==> src/rtl/urv_ifetch.sv <==
// Instruction fetch stage: sequential PC generation, single-outstanding memory reads,
// one-entry skid buffer for stalls, and redirect with stale-response discard.
// Optional misaligned-redirect flag: define URV_IFETCH_MISALIGN_CHECK_EN.
module urv_ifetch #(
   parameter logic [31:0] g_reset_vector = 32'h0000_0000
) (
   input  logic        clk_i,
   input  logic        rst_i,
   output logic [31:0] im_addr_o,
   output logic        im_rd_o,
   input  logic [31:0] im_data_i,
   input  logic        im_valid_i,
   input  logic        f_stall_i,
   input  logic        x_bra_i,
   input  logic [31:0] x_bra_target_i,
   output logic [31:0] f_ir_o,
   output logic [31:0] f_pc_o,
   output logic        f_valid_o
`ifdef URV_IFETCH_MISALIGN_CHECK_EN
   ,
   output logic        f_misaligned_o
`endif
);

   logic [31:0] pc;
   logic [31:0] req_pc;
   logic [31:0] skid_ir;
   logic [31:0] skid_pc;
   logic        outstanding;
   logic        skid_valid;
   logic        discard;
   logic        issue;
   logic        rsp;
   logic        take_rsp;
   logic [31:0] bra_pc;

   assign bra_pc   = {x_bra_target_i[31:2], 2'b00};
   assign rsp      = im_valid_i && outstanding;
   assign take_rsp = rsp && !discard;
   // A response arriving this cycle frees the single slot, so issue can overlap it.
   assign issue    = !rst_i && !x_bra_i && !f_stall_i && !skid_valid &&
                     (!outstanding || im_valid_i);

   assign im_rd_o   = issue;
   assign im_addr_o = pc;

   // Request / response / output stage
   always_ff @(posedge clk_i or posedge rst_i) begin
      if (rst_i) begin
         pc          <= g_reset_vector;
         outstanding <= 1'b0;
         skid_valid  <= 1'b0;
         discard     <= 1'b0;
         f_ir_o      <= 32'h0;
         f_pc_o      <= 32'h0;
         f_valid_o   <= 1'b0;
      end else if (x_bra_i) begin
         pc          <= bra_pc;
         outstanding <= outstanding && !im_valid_i;
         discard     <= outstanding && !im_valid_i;
         skid_valid  <= 1'b0;
         f_valid_o   <= 1'b0;
      end else begin
         if (issue) begin
            pc          <= pc + 32'd4;
            outstanding <= 1'b1;
         end else if (rsp) begin
            outstanding <= 1'b0;
         end

         if (rsp && discard)
            discard <= 1'b0;

         if (!f_stall_i) begin
            if (skid_valid) begin
               f_ir_o     <= skid_ir;
               f_pc_o     <= skid_pc;
               f_valid_o  <= 1'b1;
               skid_valid <= 1'b0;
            end else if (take_rsp) begin
               f_ir_o    <= im_data_i;
               f_pc_o    <= req_pc;
               f_valid_o <= 1'b1;
            end else begin
               f_valid_o <= 1'b0;
            end
         end else if (take_rsp) begin
            skid_valid <= 1'b1;
         end
      end
   end

   // Datapath registers qualified by the control above; no reset needed
   always_ff @(posedge clk_i) begin
      if (issue)
         req_pc <= pc;
      if (take_rsp && f_stall_i && !x_bra_i) begin
         skid_ir <= im_data_i;
         skid_pc <= req_pc;
      end
   end

`ifdef URV_IFETCH_MISALIGN_CHECK_EN
   always_ff @(posedge clk_i or posedge rst_i) begin
      if (rst_i)
         f_misaligned_o <= 1'b0;
      else
         f_misaligned_o <= x_bra_i && (x_bra_target_i[1:0] != 2'b00);
   end
`else
   logic unused_tgt_lsb;
   assign unused_tgt_lsb = ^x_bra_target_i[1:0];
`endif

endmodule

==> config.mk <==
export PLATFORM = sky130hd
export DESIGN_NAME = urv_ifetch
export DESIGN_NICKNAME = d
export VERILOG_FILES = /design/src/rtl/urv_ifetch.sv
export SDC_FILE = /design/constraint.sdc
export NUM_CORES = 1
export LEC_CHECK = 0
export BUFFER_PORTS_ARGS = -buffer_cell sky130_fd_sc_hd__buf_2
export CORE_MARGIN = 2
export CORE_UTILIZATION = 42
export CTS_CLUSTER_DIAMETER = 30
export DETAILED_ROUTE_END_ITERATION = 16
export HOLD_SLACK_MARGIN = 0.06
export PLACE_DENSITY = 0.74
export SYNTH_ARGS = -nofsm -noshare
export SYNTH_HDL_FRONTEND = slang
export SYNTH_SLANG_ARGS = --single-unit
==> constraint.sdc <==
create_clock -name clk_i -period 4.75 [get_ports clk_i]
set_input_delay 0.7125 -clock clk_i [delete_from_list [all_inputs] [get_ports clk_i]]
set_output_delay 0.7125 -clock clk_i [all_outputs]
set_load 0.05 [all_outputs]
==> impl_metrics.json, run 1 <==
{
  "synth_edf_count": 92,
  "yosysSeqAreaShare_pct": 68.0,
  "hpwl_um": 10700,
  "cts-root-buf": "clkbuf_16",
  "critPathRequiredTime_ps": 5070,
  "holdBufCountCts": 0,
  "ir_drop_v": 0.000294,
  "worst_pin_slew_ps": 1190,
  "die_area_mm2": 0.0192,
  "grtUsageMet2_pct": 25.3,
  "grt_pass1_vias": 5038,
  "synth-main-ff-cell": "dfrtp_1",
  "drt_iter0_drc": 342,
  "drt_first_pass_iters": 4,
  "yosys.area.top_type": "edfxtp_1",
  "crit_type": "reg2reg",
  "ys_warn_count": 0,
  "relSlewSlack_pct": 20.1,
  "num_vias": 5165,
  "area_growth_pct": 20.3,
  "synth_area_per_cell_um2": 12.7,
  "cts_setup_buffers": 0,
  "power_uw": 4630,
  "ant_nets": 0,
  "grt_use_met3_pct": 4.61,
  "grt_max_degree": 125,
  "die_h_um": 139,
  "syn_area_mm2": 0.00760,
  "place_congestion": 0.795,
  "syn_inst": 598,
  "nets": 819,
  "grt_usage_pct": 17.4,
  "clock.fmax_ghz": 0.244,
  "place_area_mm2": 0.00859,
  "busiest_layer": "met2",
  "clk_path_buf_depth": 2,
  "wirelength_um": 16300,
  "slew_violations": 0,
  "path_clk_slew_ps": 70,
  "synth_top_area_share_pct": 36.3,
  "max_cap_viol_count": 0,
  "drive_gt1_share_pct": 26.9,
  "cts_buffers": 17,
  "diodes": 0,
  "wl_per_cell_um": 16.4,
  "crit_fanout": 32,
  "met1_usage_pct": 25.2,
  "io_pins": 167,
  "cts_resized": 0,
  "pwr_density_cell_mw_per_mm2": 506,
  "antenna_found_initial": 0,
  "critPathLaunchType": "flop",
  "h-tree-depth": 4,
  "clkLatencyLatePin_ps": 420,
  "grt_overflow": 0,
  "synth.distinct_cells": 47,
  "viasPerCell": 5.21,
  "core_mm2": 0.0178,
  "setup_viol": 0,
  "route.detailed.drc": 0,
  "hold_ws_ps": 454,
  "min_path_type": "reg2reg",
  "period_minus_slack_ps": 4100,
  "critPathArrivalTime_ps": 4420,
  "cts_tree": "yes",
  "start_util_pct": 42.6,
  "rsz0062_at_grt": "no",
  "cp-end-kind": "flop",
  "grt_pass1_wl_um": 26600,
  "die_w_um": 139,
  "yosys-top-cells-area": "edfxtp_1 (36%), dfrtp_1 (32%), mux2i_1 (8.4%), o21ai_0 (5.3%), nand2_1 (4.9%)",
  "finClkSkew_ps": 9.58,
  "hold_viol": 0,
  "portBuffers": 160,
  "ys_ff_latch": 188,
  "post-route-cell-area_mm2": 0.00915,
  "setup_tns_ps": 0,
  "status": "finished clean",
  "period_share_pct": 86.3,
  "nFillCells": 1575,
  "leakagePower_uw": 0.00380,
  "rows": 49,
  "async_flop_share_pct": 51.1,
  "clock_sinks": 188
}
critical path, cell delays in order (launching register included):
cell	delay, ps
dfrtp_4	790
or4_4	260
or2_1	710
clkinv_2	700
nor2_1	1110
o21ai_0	290
o311ai_1	130
cells in the final DEF (no fill, tap or decap), types with 3 or more instances in the layout:
master	count
nand2_1	100
a31oi_1	5
mux2i_1	64
edfxtp_1	92
a221o_1	5
or3_1	5
o21ai_0	81
o211ai_1	8
inv_6	4
and3_1	3
and4_1	5
nor2b_1	5
dfrtp_1	95
buf_4	6
nor2_1	14
nand3b_1	4
o311ai_1	4
buf_2	160
nand2b_1	3
clkinvlp_4	4
nand4_1	8
nand3_1	10
conb_1	4
inv_1	5
and2_1	3
clkbuf_16	17
nor3_1	5
a21oi_1	8
through the flow:
stage | setup slack, ps | utilization [%] | cells
3_3_place_gp | 808 | 48.1 | 959
6_report | 652 | 51.3 | 991
4_1_cts | 691 | 51.3 | 991
5_1_grt | 349 | 51.3 | 991
2_1_floorplan | 702 | - | 601
3_5_place_dp | 715 | 48.1 | 959
cells in the mapped netlist (4+ instances only):
cell      count
nand2_1     100
dfrtp_1      96
edfxtp_1     92
o21ai_0      81
mux2i_1      64
clkbuf_1     28
nor2_1       14
nand3_1      10
a21oi_1       8
nand4_1       8
o211ai_1      8
inv_1         6
nor3_1        6
or3_1         6
a221o_1       5
a31oi_1       5
and4_1        5
buf_4         5
nor2b_1       5
nand3b_1      4
o311ai_1      4
per-layer routing:
metal | vias up | part of all wire, %
met3 | 19 | 6.2
met2 | 170 | 44
li1 | 2491 | -
met5 | - | 0
met1 | 2485 | 48
met4 | 0 | 1.5
logic make-up after synthesis:
logic type / share of synthesized area, %
AOI/OAI and AO/OA: 9.63
adders and majority gates: 0.165
buffers and inverters: 2.75
DFF: 68.0
muxes: 8.43
other: 0.0493
and+or+nand+nor: 11.0
worst paths after layout:
kind / startpoint / end / slack [ps] / depth (start not counted)
worst max-delay path: skid_valid$_DFFE_PP0P_ / im_addr_o[28]$_DFFE_PP0P_ / 650 / 6
worst min-delay path: req_pc[11]$_DFFE_PP_ / skid_pc[11]$_DFFE_PP_ / 450 / 0
worst max register to register: skid_valid$_DFFE_PP0P_ / im_addr_o[28]$_DFFE_PP0P_ / 650 / 6
worst min register to register: req_pc[11]$_DFFE_PP_ / skid_pc[11]$_DFFE_PP_ / 450 / 0
max in group asynchronous: rst_i / f_pc_o[24]$_DFFE_PP0P_ / 3260 / 3
min in group asynchronous: rst_i / discard$_DFFE_PP0P_ / 470 / 2
registers in the layout (all words and copies together), names as in the netlist:
signal       cells
f_ir_o          32
skid_ir         32
f_pc_o          30
im_addr_o       30
req_pc          30
skid_pc         30
discard          1
f_valid_o        1
outstanding      1
skid_valid       1
power breakdown:
| part | total, uW | switching [uW] | leakage [uW] | internal (uW) |
|---|---|---|---|---|
| Sequential | 2060 | 139 | 0.00204 | 1920 |
| Combinational | 1210 | 962 | 0.00149 | 252 |
| Clock | 1350 | 607 | 0.000261 | 741 |
area by class of cell:
| type | instances | area, um^2 | share of cell area [%] |
|---|---|---|---|
| Clock buffer | 20 | 447 | 4.88 |
| Clock inverter | 12 | 113 | 1.23 |
| Inverter | 7 | 30.0 | 0.328 |
| Multi-Input combinational cell | 369 | 2250 | 24.7 |
| Sequential cell | 188 | 5170 | 56.5 |
| Tap cell | 229 | 287 | 3.13 |
| Timing Repair Buffer | 166 | 846 | 9.25 |
Note: power is estimated with default switching activity, not from simulation.
==> run 2: changes to the inputs <==
--- a/config.mk
+++ b/config.mk
@@ -5,13 +5,15 @@
 export SDC_FILE = /design/constraint.sdc
 export NUM_CORES = 1
 export LEC_CHECK = 0
+export ABC_AREA = 1
 export BUFFER_PORTS_ARGS = -buffer_cell sky130_fd_sc_hd__buf_2
 export CORE_MARGIN = 2
 export CORE_UTILIZATION = 42
 export CTS_CLUSTER_DIAMETER = 30
 export DETAILED_ROUTE_END_ITERATION = 16
+export GPL_TIMING_DRIVEN = 0
 export HOLD_SLACK_MARGIN = 0.06
-export PLACE_DENSITY = 0.74
+export PLACE_DENSITY = 0.73
 export SYNTH_ARGS = -nofsm -noshare
 export SYNTH_HDL_FRONTEND = slang
 export SYNTH_SLANG_ARGS = --single-unit
==> run 2 against run 1 <==
  * Die area up 6.3%
  * Maximum frequency is 5.2% higher
  * Non-clock buffer count is 36 higher
  * Wire length up 16%
  * Sequential power is 2% higher
  * Clock power rose by 6%
  * Critical endpoint is now im_rd_o
==> impl_metrics.json, run 2 <==
{
  "worst_pin_slew_ps": 858,
  "setup_tns_ps": 0,
  "portBuffers": 160,
  "yosysMostFrequentCell": "nand2_1",
  "ys_warn_count": 0,
  "slew_violations": 0,
  "min_path_type": "in2async",
  "clkLatencyLatePin_ps": 430,
  "antenna_found_initial": 0,
  "diodes": 0,
  "hold_viol": 0,
  "critPathMaxStageDelay_ps": 750,
  "grt_pass1_vias": 5871,
  "hold_ws_ps": 335,
  "ys_ff_latch": 188,
  "cts_resized": 0,
  "critPathArrivalTime_ps": 3180,
  "synth_area_per_cell_um2": 9.79,
  "cts-root-buf": "clkbuf_16",
  "grt_max_degree": 63,
  "layout_commonest_cell": "nand2_1",
  "critPathLaunchType": "input port",
  "cts_buffers": 17,
  "start_util_pct": 43.0,
  "synth-main-ff-cell": "dfrtp_1",
  "synth-adder-area-share_pct": 0.155,
  "cpMostUsedCell": "buf_2",
  "io_pins": 167,
  "die_w_um": 143,
  "drt_first_pass_iters": 5,
  "hpwl_um": 13700,
  "max_cap_viol_count": 0,
  "final_cell_mix": "nand2_1 (298), buf_2 (175), nor2_1 (96), dfrtp_1 (96), edfxtp_1 (92)",
  "status": "finished clean",
  "async_flop_share_pct": 51.1,
  "drt_iter0_drc": 397,
  "h-tree-depth": 4,
  "synth_edf_count": 92,
  "crit_chain": "buf_2 -> inv_4 -> buf_16 -> nand3_1 -> nor2_1 -> buf_2 -> buf_2",
  "syn_area_mm2": 0.00809,
  "critPathBufInv": 5,
  "route.detailed.drc": 0,
  "num_vias": 6146,
  "clock.fmax_ghz": 0.257,
  "synth.area.mux_share_pct": 0,
  "wl_per_cell_um": 14.7,
  "synth_xor_area_share_pct": 1.38,
  "ant_nets": 0,
  "die_h_um": 143,
  "yosys-top-cells-area": "edfxtp_1 (34%), dfrtp_1 (30%), nand2_1 (14%), a31oi_1 (4.8%), nor2_1 (4.5%)",
  "pwr_density_cell_mw_per_mm2": 504,
  "crit_family": "buffers and inverters",
  "cp-end-kind": "primary output",
  "area_growth_pct": 22.8,
  "viasPerCell": 4.78,
  "crit_fanout": 62,
  "setup_viol": 0,
  "finClkSkew_ps": 11.5,
  "rows": 50,
  "drive_gt1_share_pct": 23.8,
  "relSlewSlack_pct": 42.8,
  "die_area_mm2": 0.0204,
  "period_share_pct": 82.0,
  "grt_pass1_wl_um": 30100,
  "clk_path_buf_depth": 2,
  "nets": 1083,
  "syn_inst": 827,
  "cts_tree": "yes",
  "cts_setup_buffers": 0,
  "wirelength_um": 18900,
  "largestRegisters": "f_ir_o: 32 flops, skid_ir: 32 flops",
  "instances_no_fill": 1286,
  "yosys.area.top_type": "edfxtp_1",
  "grt_usage_pct": 19.1,
  "place_congestion": 0.815,
  "holdBufCountCts": 0,
  "grt_overflow": 0,
  "yosysSeqAreaShare_pct": 63.8,
  "post-place-cells": 1254,
  "synth_top_area_share_pct": 34.1,
  "yosys.area_share.simple_pct": 23.0,
  "ir_drop_v": 0.000269,
  "core_mm2": 0.0188,
  "clock_sinks": 188,
  "crit_type": "in2out",
  "critPathSlowestCell": "buf_2",
  "synth.distinct_cells": 31,
  "synth_top_family_by_area": "simple AND/OR/NAND/NOR gates",
  "synthTopCellsByCount": "nand2_1 (298), dfrtp_1 (96), nor2_1 (96)",
  "path_clk_slew_ps": 70,
  "period_minus_slack_ps": 3890,
  "rsz0062_at_grt": "no",
  "critPathRequiredTime_ps": 4040,
  "leakagePower_uw": 0.00451,
  "synth_compound_area_share_pct": 6.52,
  "nFillCells": 1724
}
==> run 2: changes by cell type after synthesis, sizes merged, moves of 8 or more <==
cell and delta:
a31oi +57, inv +48, o21ai -62, nand4 -8, xor2 +8, mux2i -64, buf +15, nand3 +18
nor2 +94, clkbuf -14, nand2 +206, a21oi -8
==> run 2: path summary, 6_finish.rpt <==
| check | startpoint | endpoint | slack, ps | cells after the start |
|---|---|---|---|---|
| max | rst_i | im_rd_o | 860 | 7 |
| min | rst_i | f_ir_o[14]$_DFFE_PP0P_ | 340 | 2 |
| max reg2reg | skid_valid$_DFFE_PP0P_ | req_pc[23]$_DFFE_PP_ | 2630 | 4 |
| min reg2reg | req_pc[10]$_DFFE_PP_ | skid_pc[10]$_DFFE_PP_ | 450 | 0 |
| max in group asynchronous | rst_i | f_pc_o[30]$_DFFE_PP0P_ | 3730 | 3 |
| min in group clk_i | req_pc[10]$_DFFE_PP_ | skid_pc[10]$_DFFE_PP_ | 450 | 0 |
==> run 2: kinds of logic after synthesis <==
| family | count (synthesis) |
|---|---|
| buffers and inverters | 92 |
| other | 1 |
| DFF | 188 |
| and+or+nand+nor | 447 |
| adders and majority gates | 1 |
| AOI/OAI and AO/OA | 87 |
| xor gates and xnor gates | 11 |
==> run 2: final cells by class <==
| cell class | count | area (um^2) | area share [%] |
|---|---|---|---|
| Sequential cell | 188 | 5160 | 52.0 |
| Multi-Input combinational cell | 550 | 2540 | 25.6 |
| Timing Repair Buffer | 164 | 898 | 9.04 |
| Clock buffer | 18 | 429 | 4.32 |
| Tap cell | 260 | 325 | 3.27 |
| Buffer | 38 | 206 | 2.08 |
| Inverter | 54 | 205 | 2.06 |
| Clock inverter | 14 | 168 | 1.69 |
==> run 2: per-stage QoR <==
step	area, um^2	total power [uW]	util [%]	setup WS, ps
global placement	9240	3590	49.0	-1640
floorplan	8110	3230	-	118
CTS	9940	5050	52.8	769
global route	9940	5230	52.8	515
finish	9940	5010	52.8	855
detailed placement	9340	3620	49.6	758
==> run 2: metal layers <==
metal	wire length [um]	GRT usage [%]
met3	713	3.29
met2	9260	32.5
met1	8610	25.4
met5	0	0
met4	300	5.37
==> run 2: report_power, final <==
group | switching (uW) | internal, uW | leakage (uW)
Clock | 605 | 828 | 0.000278
Combinational | 1130 | 336 | 0.00227
Sequential | 158 | 1950 | 0.00196
Total | 1900 | 3110 | 0.00451
==> run 2: worst reg2reg max path, delay by kind of cell, from the launching register on <==
kind          cells  cell delay [ps]
buf+inv           2              940
simple gates      2              420
flops             1              380
==> run 3: changes to the inputs <==
--- a/config.mk
+++ b/config.mk
@@ -5,7 +5,7 @@
 export SDC_FILE = /design/constraint.sdc
 export NUM_CORES = 1
 export LEC_CHECK = 0
-export ABC_AREA = 1
+export ABC_AREA = 0
 export BUFFER_PORTS_ARGS = -buffer_cell sky130_fd_sc_hd__buf_2
 export CORE_MARGIN = 2
 export CORE_UTILIZATION = 42
@@ -13,7 +13,7 @@
 export DETAILED_ROUTE_END_ITERATION = 16
 export GPL_TIMING_DRIVEN = 0
 export HOLD_SLACK_MARGIN = 0.06
-export PLACE_DENSITY = 0.73
+export PLACE_DENSITY = 0.71
 export SYNTH_ARGS = -nofsm -noshare
 export SYNTH_HDL_FRONTEND = slang
 export SYNTH_SLANG_ARGS = --single-unit
==> constraint.sdc (replaced) <==
create_clock -name clk_i -period 4 [get_ports clk_i]
set_input_delay 0.6 -clock clk_i [delete_from_list [all_inputs] [get_ports clk_i]]
set_output_delay 0.6 -clock clk_i [all_outputs]
set_load 0.05 [all_outputs]
==> run 3 against run 2 <==
  * Clock power is 20% higher
  * Largest power group unchanged
  * Combinational power hardly changed
  * Largest cell class unchanged
  * Via count is 12% lower
  * Power is 12% higher
  * Non-clock buffer count is 1 lower
==> impl_metrics.json, run 3 (synthesis results as in run 1) <==
{
  "max_cap_viol_count": 0,
  "grt_pass1_wl_um": 29200,
  "grt_overflow": 0,
  "largestRegisters": "f_ir_o: 32 flops, skid_ir: 32 flops",
  "h-tree-depth": 4,
  "hpwl_um": 12600,
  "io_pins": 167,
  "worst_pin_slew_ps": 775,
  "hold_ws_ps": 244,
  "pwr-share-comb_pct": 25.8,
  "core_mm2": 0.0178,
  "cp-end-kind": "primary output",
  "critPathRequiredTime_ps": 3400,
  "p_int_uw": 3630,
  "routed-wl-met2_um": 8840,
  "reg2reg_slack_ps": 1270,
  "final_cell_mix": "buf_2 (160), nand2_1 (100), dfrtp_1 (96), edfxtp_1 (92), o21ai_0 (81)",
  "cts_buffers": 17,
  "fin_util_pct": 52.9,
  "clkPwrFrac_pct": 30.6,
  "cts_resized": 0,
  "power.share.sequential_pct": 43.6,
  "place_congestion": 0.855,
  "top_layer_used": "met4",
  "drt_first_pass_iters": 5,
  "status": "finished clean",
  "portBuffers": 159,
  "wl_met1_um": 8160,
  "timing.rr.start": "skid_valid$_DFFE_PP0P_",
  "viasPerCell": 5.27,
  "area_growth_pct": 24.3,
  "die_w_um": 139,
  "wirelength_um": 18300,
  "r2r_cells": 10,
  "ant_nets": 0,
  "dp_slack_ps": 699,
  "nets": 854,
  "die_h_um": 139,
  "critPathMaxStageDelay_ps": 560,
  "critPathArrivalTime_ps": 2950,
  "switching_share_pct": 35.5,
  "path_clk_slew_ps": 70,
  "start_util_pct": 42.6,
  "crit_path_end": "im_rd_o",
  "finalWorstSetupSlack_ps": 451,
  "wl_met3_um": 1100,
  "finClkSkew_ps": 10.2,
  "period_minus_slack_ps": 3550,
  "leakagePower_uw": 0.00393,
  "clkLatencyLatePin_ps": 430,
  "crit_chain": "buf_2 -> or4_4 -> or2_1 -> buf_6 -> clkinv_2 -> buf_6 -> buf_4 -> buf_2",
  "place_area_mm2": 0.00883,
  "clock_sinks": 188,
  "period_share_pct": 88.7,
  "cts_tree": "yes",
  "slew_violations": 0,
  "crit_type": "reg2out",
  "rsz0062_at_grt": "no",
  "clock.fmax_ghz": 0.282,
  "route.detailed.drc": 0,
  "crit_start": "skid_valid$_DFFE_PP0P_",
  "clk_path_buf_depth": 2,
  "num_vias": 5423,
  "antenna_found_initial": 3,
  "layout_commonest_cell": "buf_2",
  "switchingPower_uw": 1990,
  "grt_max_degree": 61,
  "pwr_density_cell_mw_per_mm2": 595,
  "r2r_end": "im_addr_o[22]$_DFFE_PP0P_",
  "min_path_type": "in2async",
  "hold_viol": 0,
  "setup_tns_ps": 0,
  "rows": 49,
  "post-route-cell-area_mm2": 0.00945,
  "relSlewSlack_pct": 48.2,
  "cts-root-buf": "clkbuf_16",
  "crit_fanout": 40,
  "die_area_mm2": 0.0192,
  "grt_usage_pct": 19.4,
  "grt_pass1_vias": 5340,
  "nFillCells": 1556,
  "setup_viol": 0,
  "cts_setup_buffers": 0,
  "drt_iter0_drc": 371,
  "holdBufCountCts": 0,
  "ir_drop_v": 0.000297,
  "critPathLaunchType": "flop",
  "wl_per_cell_um": 17.8,
  "drive_gt1_share_pct": 26.1,
  "critPathSlowestCell": "or4_4"
}
-- run 3: cell types whose count changed in the layout (fill, tap and decap cells not counted), sizes merged, moves of 6 or more --
cell    delta
nand4      +8
o21ai     +62
nor2      -94
or3        +6
xor2       -8
a31oi     -57
nand3     -18
buf       -15
clkbuf    +22
inv       -50
mux2i     +64
nand2    -206
a21oi      +8
-- run 3: metal layers --
metal / GRT usage (%) / up-vias
met3: 4.47 / 17
met5: 0 / -
li1: - / 2558
met2: 30.6 / 193
met1: 26.7 / 2655
met4: 6.44 / 0
-- run 3: power by group through the flow --
stage	clock [uW]	combinational, uW	sequential, uW
CTS	1740	1470	2450
detailed placement	0	1460	2490
global route	1820	1530	2480
finish	1720	1450	2450
global placement	0	1440	2480
floorplan	0	269	3280
-- run 3: how the worst min path moves through the flow --
stage / from / endpoint / slack (ps)
2_1_floorplan: req_pc[10]$_DFFE_PP_ / skid_pc[10]$_DFFE_PP_ / 430
6_report: rst_i / outstanding$_DFFE_PP0P_ / 240
4_1_cts: rst_i / f_pc_o[18]$_DFFE_PP0P_ / 240
3_3_place_gp: req_pc[8]$_DFFE_PP_ / skid_pc[8]$_DFFE_PP_ / 440
5_1_grt: rst_i / discard$_DFFE_PP0P_ / 280
3_5_place_dp: req_pc[26]$_DFFE_PP_ / skid_pc[26]$_DFFE_PP_ / 440
-- run 3: per-stage QoR --
stage	total power [uW]	std cells
final	5620	1029
after global routing	5840	1029
after CTS	5660	1026
after detailed placement	3960	994
after global placement	3920	989
after floorplan	3540	601
-- run 3: final cells by class --
cell class	count	area [um^2]	share of cell area [%]
clock buffers	26	522	5.52
repair buffers	164	921	9.75
multi-input cells	369	2250	23.8
plain buffers	37	181	1.92
well taps	229	287	3.03
flip-flops and latches	188	5160	54.7
diodes	3	7.51	0.0795
clock inverters	6	82.6	0.874
inverters	7	30.0	0.318
-- run 3: worst max-delay path, delay by kind of cell (launching register included) --
| kind | cells | cell delay (ps) |
|---|---|---|
| buffers and inverters | 6 | 1370 |
| flip-flops | 1 | 360 |
| AND/OR/NAND/NOR | 2 | 790 |
